### src/rtl/qcm_pkg.sv
// Shared types for the basis-state tableau path: Pauli literal encoding,
// tableau row payload, buffer FSM states and a row-shape helper.
// The row payload is sized by num_qubit_cfg; modules using row_t must be
// built with num_qubit equal to num_qubit_cfg.
package qcm_pkg;

  localparam int unsigned num_qubit_cfg = 3;

  typedef enum logic [1:0] {
    LIT_I = 2'b00,
    LIT_Z = 2'b01,
    LIT_X = 2'b10,
    LIT_Y = 2'b11
  } lit_t;

  typedef logic [num_qubit_cfg-1:0][1:0] lits_t;

  typedef struct packed {
    lits_t literals;
    logic  phase;
  } row_t;

  typedef enum logic [1:0] {
    IDLE   = 2'b00,
    LOAD   = 2'b01,
    STREAM = 2'b10
  } state_t;

  // True when exactly one literal in the row is non-identity.
  function automatic logic single_non_i(input lits_t lits);
    int unsigned cnt;
    cnt = 0;
    for (int unsigned i = 0; i < num_qubit_cfg; i++) begin
      if (lits[i] != LIT_I) cnt++;
    end
    return (cnt == 1);
  endfunction

endpackage

### src/rtl/tableau_row_mem.sv
// Row register file for the tableau: one synchronous write port, one
// asynchronous read port, whole array cleared by asynchronous reset.
// Ports: clk, rst (async, active-high), wr_en/wr_addr/wr_data,
//        rd_addr/rd_data (combinational read).
module tableau_row_mem
  import qcm_pkg::*;
#(
  parameter int unsigned depth  = num_qubit_cfg,
  parameter int unsigned addr_w = (depth > 1) ? $clog2(depth) : 1
) (
  input  logic              clk,
  input  logic              rst,
  input  logic              wr_en,
  input  logic [addr_w-1:0] wr_addr,
  input  row_t              wr_data,
  input  logic [addr_w-1:0] rd_addr,
  output row_t              rd_data
);

  row_t rows [depth];

  // Storage: cleared on reset, single write per cycle.
  always_ff @(posedge clk or posedge rst) begin
    if (rst) begin
      for (int unsigned i = 0; i < depth; i++) begin
        rows[i] <= '0;
      end
    end else if (wr_en) begin
      rows[wr_addr] <= wr_data;
    end
  end

  assign rd_data = rows[rd_addr];

endmodule

### src/rtl/basis_tableau_buffer.sv
// Captures num_qubit consecutive stabilizer rows from the literal generator
// into a tableau, then streams them out in order under valid/ready.
// Ports:
//   clk, rst (async, active-high)
//   start               one-cycle pulse arming a new capture (accepted in IDLE)
//   in_valid/in_literals/in_phase   generator row input
//   out_valid/out_ready handshake; out_literals/out_phase/out_row current row
//   busy                high while loading or streaming
//   done                one-cycle pulse after the last row handshake
//   overflow            sticky: input row arrived outside capture
//   row_err             (only with TABLEAU_CHECK_EN) sticky: a captured row
//                       did not have exactly one non-identity literal
// Optional feature macro: TABLEAU_CHECK_EN.
module basis_tableau_buffer
  import qcm_pkg::*;
#(
  parameter int unsigned num_qubit = num_qubit_cfg
) (
  input  logic                                              clk,
  input  logic                                              rst,
  input  logic                                              start,
  input  logic                                              in_valid,
  input  logic [num_qubit-1:0][1:0]                         in_literals,
  input  logic                                              in_phase,
  output logic                                              out_valid,
  input  logic                                              out_ready,
  output logic [num_qubit-1:0][1:0]                         out_literals,
  output logic                                              out_phase,
  output logic [((num_qubit > 1) ? $clog2(num_qubit) : 1)-1:0] out_row,
  output logic                                              busy,
  output logic                                              done,
  output logic                                              overflow
`ifdef TABLEAU_CHECK_EN
  ,
  output logic                                              row_err
`endif
);

  localparam int unsigned ptr_w = (num_qubit > 1) ? $clog2(num_qubit) : 1;
  localparam logic [ptr_w-1:0] last_row = ptr_w'(num_qubit - 1);

  state_t           state_q, state_d;
  logic [ptr_w-1:0] wr_ptr_q, wr_ptr_d;
  logic [ptr_w-1:0] rd_ptr_q, rd_ptr_d;
  logic             done_d;
  logic             overflow_d;
  logic             wr_en;
  row_t             wr_row;
  row_t             rd_row;
`ifdef TABLEAU_CHECK_EN
  logic             row_err_d;
`endif

  assign wr_row = {in_literals, in_phase};

  tableau_row_mem #(
    .depth  (num_qubit),
    .addr_w (ptr_w)
  ) u_mem (
    .clk     (clk),
    .rst     (rst),
    .wr_en   (wr_en),
    .wr_addr (wr_ptr_q),
    .wr_data (wr_row),
    .rd_addr (rd_ptr_q),
    .rd_data (rd_row)
  );

  // Next-state, pointer and flag logic.
  always_comb begin
    state_d    = state_q;
    wr_ptr_d   = wr_ptr_q;
    rd_ptr_d   = rd_ptr_q;
    done_d     = 1'b0;
    overflow_d = overflow;
    wr_en      = 1'b0;
`ifdef TABLEAU_CHECK_EN
    row_err_d  = row_err;
`endif
    unique case (state_q)
      IDLE: begin
        if (start) begin
          state_d    = LOAD;
          wr_ptr_d   = '0;
          overflow_d = 1'b0;
`ifdef TABLEAU_CHECK_EN
          row_err_d  = 1'b0;
`endif
        end
        // A dropped row is flagged even if start arrives with it.
        if (in_valid) overflow_d = 1'b1;
      end
      LOAD: begin
        if (in_valid) begin
          wr_en = 1'b1;
`ifdef TABLEAU_CHECK_EN
          if (!single_non_i(in_literals)) row_err_d = 1'b1;
`endif
          // Leave LOAD instead of incrementing so the pointer never wraps.
          if (wr_ptr_q == last_row) begin
            state_d  = STREAM;
            rd_ptr_d = '0;
          end else begin
            wr_ptr_d = wr_ptr_q + ptr_w'(1);
          end
        end
      end
      STREAM: begin
        if (in_valid) overflow_d = 1'b1;
        if (out_ready) begin
          if (rd_ptr_q == last_row) begin
            state_d = IDLE;
            done_d  = 1'b1;
          end else begin
            rd_ptr_d = rd_ptr_q + ptr_w'(1);
          end
        end
      end
      default: state_d = IDLE;
    endcase
  end

  // State, pointers and registered flags.
  always_ff @(posedge clk or posedge rst) begin
    if (rst) begin
      state_q  <= IDLE;
      wr_ptr_q <= '0;
      rd_ptr_q <= '0;
      done     <= 1'b0;
      overflow <= 1'b0;
`ifdef TABLEAU_CHECK_EN
      row_err  <= 1'b0;
`endif
    end else begin
      state_q  <= state_d;
      wr_ptr_q <= wr_ptr_d;
      rd_ptr_q <= rd_ptr_d;
      done     <= done_d;
      overflow <= overflow_d;
`ifdef TABLEAU_CHECK_EN
      row_err  <= row_err_d;
`endif
    end
  end

  // Output row comes straight from storage; zeroed when not streaming.
  assign out_valid    = (state_q == STREAM);
  assign busy         = (state_q != IDLE);
  assign out_literals = out_valid ? rd_row.literals : '0;
  assign out_phase    = out_valid ? rd_row.phase : 1'b0;
  assign out_row      = out_valid ? rd_ptr_q : '0;

endmodule

### config.mk
export PLATFORM = sky130hd
export DESIGN_NAME = basis_tableau_buffer
export DESIGN_NICKNAME = d
export VERILOG_FILES = /design/src/rtl/qcm_pkg.sv /design/src/rtl/tableau_row_mem.sv /design/src/rtl/basis_tableau_buffer.sv
export SDC_FILE = /design/constraint.sdc
export NUM_CORES = 1
export LEC_CHECK = 0
export BUFFER_PORTS_ARGS = -buffer_cell sky130_fd_sc_hd__buf_4
export CORE_ASPECT_RATIO = 0.75
export CORE_MARGIN = 1.5
export CORE_UTILIZATION = 40
export CTS_BUF_LIST = sky130_fd_sc_hd__clkbuf_4
export DETAILED_ROUTE_END_ITERATION = 10
export SLEW_MARGIN = 20
export SYNTH_ARGS = -nofsm -noshare
export SYNTH_HDL_FRONTEND = slang
export SYNTH_SLANG_ARGS = --single-unit
export TNS_END_PERCENT = 100
### constraint.sdc
create_clock -name clk -period 1.8 [get_ports clk]
set_input_delay 0.36 -clock clk [delete_from_list [all_inputs] [get_ports clk]]
set_output_delay 0.36 -clock clk [all_outputs]
set_load 0.005 [all_outputs]
# Word-level counts from Yosys, hierarchy flattened
# Index checks and enable logic that the tools add are counted.
[word_totals]
regBits = 29
in_bits = 12
out_inout_bits = 13
elab_cells = 80
[classes]
add_sub_neg = 2
order_cmp = 3
eq_ne = 13
muxes = 33
bitwise_logic = 2
n_reduce_logical = 10
[op_table]
columns = ["op", "count"]
rows = [
  ["2-to-1 mux 2 bit", 13],
  ["bitwise mux 21 bit", 1],
  ["2-to-1 mux 7 bit", 3],
  ["binary-select mux 7 bit (select 2 bit)", 1],
  ["demux 7 bit (select 2 bit)", 1],
  ["inequality test 2 bit (second input constant)", 6],
  ["AND reduction 5 bit", 2],
  ["2-to-1 mux 1 bit", 9],
  ["case mux 2 bit (2 select lines)", 2],
  ["nonzero test 2 bit", 4],
  ["== test 2 bit (second input constant)", 3],
  [">= comparator 3 bit (second input constant)", 2],
  ["2-to-1 mux 6 bit", 1],
  ["inverter 2 -> 3 bit", 2],
  ["case mux 2 bit (3 select lines)", 1],
  ["adder 2 x 1 -> 2 bit (second input constant)", 2],
  ["inequality test 2 x 1 -> 1 bit (second input constant)", 2],
  ["AND reduction 4 bit", 1],
  ["less-than comparator 3 x 1 -> 1 bit (second input constant)", 1],
  ["inequality test 3 bit (second input constant)", 1],
  ["AND reduction 3 bit", 1],
  ["== test 2 x 1 -> 1 bit (second input constant)", 1],
  ["logical NOT 2 bit", 1],
  ["case mux 1 bit (2 select lines)", 1],
  ["logical AND 1 bit", 1],
]

# Logic depth before layout (Yosys ltp)
[depth]
depth_word = 6
depth_mapped = 6
mapped_depth_nobuf = 5

# Cells and area by module
# Synthesis repeated with hierarchy kept, for this count alone.
[unflattened]
cells_unflattened = 111
area_unflattened_um2 = 1421.4
[modules_own_cells]
columns = ["mod", "instances", "cells_each", "area_per_inst_um2", "seq_area_each_um2"]
rows = [
  ["tableau_row_mem", 1, 64, 958.4, 525.5],
  ["basis_tableau_buffer", 1, 47, 462.9, 200.2],
]

# Worst setup path before layout
# OpenSTA, ideal clock, no wires.
[synth_path]
path_type = "register to register"
startpoint = "register rd_ptr_q[0]"
endpoint = "register rd_ptr_q[0]"
setup_ns = 0.136
arrival_time_ns = 1.321
required_ns = 1.664
path_slack_ns = 0.343
stages_incl_launch_ff = 7
path_buffers = 1
period_less_slack_ns = 1.457
cell_sequence = "dfrtp_1 -> clkbuf_1 -> inv_1 -> ha_1 -> nand4bb_1 -> nand3_1 -> o21ai_0"
[synth_between]
elab_chain_cells = 4
elab_cells_between_ends = 7
classes_between = "1 x add/sub; 2 x eq/ne; 3 x mux; 1 x reduce/logical"
[synth_rtl]
columns = ["item", "line_no", "text"]
rows = [
  ["from (decl)", "basis_tableau_buffer.sv:44", "logic [ptr_w-1:0] rd_ptr_q, rd_ptr_d;"],
  ["from (signal assigned)", "basis_tableau_buffer.sv:137", "rd_ptr_q <= rd_ptr_d;"],
  ["adder 2 x 1 -> 2 bit", "basis_tableau_buffer.sv:115", "rd_ptr_d = rd_ptr_q + ptr_w'(1);"],
  ["2-to-1 mux 2 bit", "basis_tableau_buffer.sv:111", "if (rd_ptr_q == last_row) begin"],
  ["2-to-1 mux 2 bit", "basis_tableau_buffer.sv:110", "if (out_ready) begin"],
  ["case mux 2 bit (2 select lines)", "basis_tableau_buffer.sv:80", "unique case (state_q)"],
]
# Parallel ways exist; a longest one is shown, timed or not. The select of a mux whose other input is x is not followed.
# A chain may end at the register's enable or synchronous reset.

==> report_table.html <==
<table>
<tr><th>Metric</th><th>Value</th></tr>
<tr><th colspan="2">Outcome</th></tr>
<tr><td>Result of the run</td><td>complete, but fails checks</td></tr>
<tr><td>Violations in the final reports</td><td>negative setup slack</td></tr>
<tr><th colspan="2">Pwr</th></tr>
<tr><td>Pleak</td><td>0.925 nW</td></tr>
<tr><td>Switching power share of the total</td><td>31.4%</td></tr>
<tr><td>Sequential share of power</td><td>40.4%</td></tr>
<tr><td>Part of the power in combinational logic</td><td>40.8%</td></tr>
<tr><td>Overall power consumption</td><td>2.85 mW</td></tr>
<tr><td>Power density over the cells</td><td>1520 mW/mm^2</td></tr>
<tr><td>Clock network power share</td><td>18.8%</td></tr>
<tr><td>Switching power summed over all nets</td><td>0.896 mW</td></tr>
<tr><td>VDD IR-drop max</td><td>731 uV</td></tr>
<tr><td>Cell-internal power</td><td>1.96 mW</td></tr>
<tr><th colspan="2">STA</th></tr>
<tr><td>Worst path setup slack after routing</td><td>-0.0813 ns</td></tr>
<tr><td>FMAX</td><td>532 MHz</td></tr>
<tr><td>Number of hold-slack violations in the final timing report</td><td>0</td></tr>
<tr><td>Worst Skew</td><td>0.00525 ns</td></tr>
<tr><td>Measured slew at the worst slew-check pin</td><td>0.365 ns</td></tr>
<tr><td>Normalized max-slew margin</td><td>75.7%</td></tr>
<tr><td>RSZ-0062 raised after global routing</td><td>true</td></tr>
<tr><td>Final count of pins violating max slew</td><td>0</td></tr>
<tr><td>Total Negative Setup Slacks</td><td>-0.328 ns</td></tr>
<tr><td>Crit share post-route</td><td>105%</td></tr>
<tr><td>Min Tclk post-route</td><td>1.88 ns</td></tr>
<tr><td>Final setup viols</td><td>6</td></tr>
<tr><th colspan="2">Global route</th></tr>
<tr><td>Total routing resource utilization after global routing</td><td>16.8%</td></tr>
<tr><td>Total gr overflow</td><td>0</td></tr>
<tr><td>First-pass GRT wire length</td><td>5.11 mm</td></tr>
<tr><td>Initial antenna violation count</td><td>0</td></tr>
<tr><td>Largest net degree at the start of global routing</td><td>30</td></tr>
<tr><td>Via count of the first global-routing pass</td><td>1,063</td></tr>
<tr><th colspan="2">Clocking</th></tr>
<tr><td>CTS H-tree lvls</td><td>2</td></tr>
<tr><td>CTS Buffer Depth</td><td>2</td></tr>
<tr><td>Clock Latency Late Sink</td><td>0.33 ns</td></tr>
<tr><td>Register clock-pin slew on the reported worst setup and hold paths</td><td>0.09 ns</td></tr>
<tr><td>Number of buffers created by CTS</td><td>5</td></tr>
<tr><td>Hold Buf Count CTS</td><td>0</td></tr>
<tr><td>CTS Sinks</td><td>29</td></tr>
<tr><td>CTS Root Buffer Type</td><td>sky130_fd_sc_hd__clkbuf_4</td></tr>
<tr><td>Clock tree from TritonCTS</td><td>yes</td></tr>
<tr><th colspan="2">Critical path</th></tr>
<tr><td>Gate family responsible for the most delay along the worst path</td><td>flip-flops</td></tr>
<tr><td>Slowest CP cell</td><td>sky130_fd_sc_hd__dfrtp_2</td></tr>
<tr><td>Required time at the endpoint of the critical path</td><td>1.44 ns</td></tr>
<tr><td>CP Cell Sequence</td><td>buf_6 -&gt; mux2i_1 -&gt; o22ai_1 -&gt; and2_1 -&gt; buf_4</td></tr>
<tr><td>Maximum fanout along the worst path</td><td>7</td></tr>
<tr><td>Launching element type of the critical path</td><td>flip-flop</td></tr>
<tr><td>Number of cells on the worst reg-to-reg path</td><td>4</td></tr>
<tr><td>Worst Path Arrival</td><td>1.52 ns</td></tr>
<tr><td>Critical path type</td><td>flip-flop to primary output</td></tr>
<tr><td>CP Capture Type</td><td>primary output</td></tr>
<tr><td>Delay contributed by the slowest stage of the critical path</td><td>0.47 ns</td></tr>
<tr><td>Total buffers and inverters traversed by the critical path</td><td>2</td></tr>
<tr><td>CP Depth</td><td>5</td></tr>
<tr><th colspan="2">Synth</th></tr>
<tr><td>Number of storage elements in the synthesis netlist</td><td>29</td></tr>
<tr><td>Cell with the most instances after synthesis</td><td>sky130_fd_sc_hd__dfrtp_1</td></tr>
<tr><td>Largest area contributor in the netlist</td><td>sky130_fd_sc_hd__dfrtp_1</td></tr>
<tr><td>Ranking of synthesized cells by area</td><td>sky130_fd_sc_hd__dfrtp_1, sky130_fd_sc_hd__mux2_4, sky130_fd_sc_hd__mux2_2</td></tr>
<tr><td>Leading register cell type out of synthesis</td><td>sky130_fd_sc_hd__dfrtp_1</td></tr>
<tr><td>Warnings, synthesis</td><td>0</td></tr>
<tr><td>Async set-reset flop share out of synthesis</td><td>100%</td></tr>
<tr><td>Area share of the largest cell type after synthesis</td><td>48.2%</td></tr>
<tr><td>Part of the Yosys area used for sequential elements</td><td>48.2%</td></tr>
<tr><td>Post-synth net total</td><td>136</td></tr>
<tr><td>Count of flip-flops with a built-in enable after synthesis</td><td>0</td></tr>
<tr><td>Mapped Cells</td><td>120</td></tr>
<tr><td>Mapped Avg Cell Area</td><td>12.5 sq um</td></tr>
<tr><td>Number of different library cells in the post-synthesis netlist</td><td>26</td></tr>
<tr><td>Ranking of synthesized cells by instance count</td><td>sky130_fd_sc_hd__dfrtp_1, sky130_fd_sc_hd__mux2_4, sky130_fd_sc_hd__nand2_1</td></tr>
<tr><td>Combined area of all synthesized cells</td><td>0.00151 sq mm</td></tr>
<tr><th colspan="2">Worst hold path</th></tr>
<tr><td>Min-Delay Path Class</td><td>primary input to asynchronous set/reset pin</td></tr>
<tr><th colspan="2">Finish</th></tr>
<tr><td>Layout filler cell count</td><td>327</td></tr>
<tr><td>Area growth from synthesis to final layout</td><td>25.1%</td></tr>
<tr><td>Total area of multi-input combinational cells</td><td>741 sq um</td></tr>
<tr><td>Sequential cell area</td><td>728 sq um</td></tr>
<tr><td>Share of layout cells above drive strength 1</td><td>43.6%</td></tr>
<tr><td>Antenna cell count</td><td>0</td></tr>
<tr><td>Final cell count without fillers</td><td>208</td></tr>
<tr><td>Nets</td><td>171</td></tr>
<tr><th colspan="2">Routing</th></tr>
<tr><td>First-pass detailed-route iteration total</td><td>4</td></tr>
<tr><td>Via count of the routed design</td><td>1,000</td></tr>
<tr><td>Total wire length after detailed routing</td><td>2.96 mm</td></tr>
<tr><td>DRC violation count after routing</td><td>0</td></tr>
<tr><td>Antenna viol nets, final</td><td>0</td></tr>
<tr><td>Mean routed wirelength per cell</td><td>14.2 um</td></tr>
<tr><td>Iteration-0 DRC count of the detailed router</td><td>20</td></tr>
<tr><td>Vias/cell</td><td>4.81</td></tr>
<tr><th colspan="2">Flow run</th></tr>
<tr><td>Max capacitance violation total</td><td>0</td></tr>
<tr><th colspan="2">Place</th></tr>
<tr><td>Detail Placement HPWL</td><td>2.06 mm</td></tr>
<tr><td>Number of buffers inserted by port buffering</td><td>24</td></tr>
<tr><td>Weighted congestion at the end of routability-driven global placement</td><td>0.761</td></tr>
<tr><td>Placed cell count</td><td>198</td></tr>
<tr><th colspan="2">Floorplanning</th></tr>
<tr><td>Number of cell rows</td><td>19</td></tr>
<tr><td>Floorplan core area</td><td>0.00364 sq mm</td></tr>
<tr><td>Die span in y</td><td>56.1 um</td></tr>
<tr><td>Area enclosed by the die boundary</td><td>0.00414 sq mm</td></tr>
<tr><td>Ports placed on the boundary</td><td>25</td></tr>
<tr><td>Initial Utilization</td><td>41.4%</td></tr>
<tr><td>Die width</td><td>73.8 um</td></tr>
</table>
## logic make-up after synthesis
group / after synthesis / synth area share [%]
adder cells (fa/ha/maj): 4 / 3.33
multiplexers: 30 / 25.3
flip-flops: 29 / 48.2
buffers and inverters: 10 / 3.07
AO/OA/AOI/OAI: 14 / 6.32
AND/OR/NAND/NOR: 33 / 13.8
## placed cells by master, fill, tap and decap left out, drive strengths merged
master   instances
buf             32
dfrtp           29
mux2            22
nand2           13
mux2i            8
and2             8
inv              6
clkbuf           6
o21ai            4
ha               4
nor2b            4
o2bb2ai          3
o22ai            3
nand3            2
nor2             2
and3b            1
o21bai           1
a31oi            1
nand4bb          1
nand4b           1
a21boi           1
and3             1
a22o             1
bufinv           1
clkinv           1
## cell type report
cell class	instances	share of cell area, %
tap	52	3.46
timing repair buffer	32	13.2
multi-input combinational	81	39.3
clock inverter	2	1.79
inverter	6	1.20
clock buffer	6	2.39
sequential	29	38.7
## worst min-delay path: stages
cell	delay (ns)
sky130_fd_sc_hd__buf_4	0.11
sky130_fd_sc_hd__inv_1	0.04
sky130_fd_sc_hd__buf_4	0.33
## per-stage QoR
| stage | hold WS, ns | setup WS [ns] | utilization (%) | cell area [sq um] |
|---|---|---|---|---|
| floorplan | 0.438 | 0.343 | - | 1510 |
| global placement | 0.458 | 0.165 | 48.7 | 1770 |
| detailed placement | 0.459 | 0.166 | 48.7 | 1770 |
| CTS | 0.101 | -0.0864 | 51.3 | 1870 |
| global route | 0.116 | -0.165 | 51.8 | 1880 |
| finish | 0.0861 | -0.0813 | 51.8 | 1880 |
## sequential cells by signal, indices dropped and copies added (netlist names)
name / count
done: 1
overflow: 1
state_q: 2
rd_ptr_q: 2
wr_ptr_q: 2
u_mem.rows: 21
## final timing paths
kind | startpoint | endpoint | slack [ns]
max | rd_ptr_q[1] | out_literals[4] | -0.08
min | rst | wr_ptr_q[0] | 0.09
max reg2reg | wr_ptr_q[0] | u_mem.rows[5] | 0.33
min reg2reg | u_mem.rows[6] | u_mem.rows[6] | 0.52
max in group asynchronous | rst | state_q[1] | 1.42
min in group clk | in_literals[1] | u_mem.rows[9] | 0.27
## power by group through the flow
stage	combinational [mW]	clock [mW]	sequential, mW
6_report	1.16	0.536	1.15
5_1_grt	1.29	0.583	1.18
4_1_cts	1.15	0.547	1.16
3_5_place_dp	1.13	0	1.17
3_3_place_gp	1.09	0	1.15
2_1_floorplan	0.898	0	1.10
## routing by layer
metal	vias to the layer above	track usage (%)	routed length (um)
met1	490	22.8	1420
li1	489	-	-
met5	-	0	0
met4	0	7.67	43
met3	5	5.07	102
met2	16	24.5	1390
## timing repair
item                       4_1_cts  5_1_grt
pin swaps                        6        2
setup endpoints to repair        9        9
buffers inserted                 1        1
resized for setup                4        3
Power figures use the tool's default switching activity.
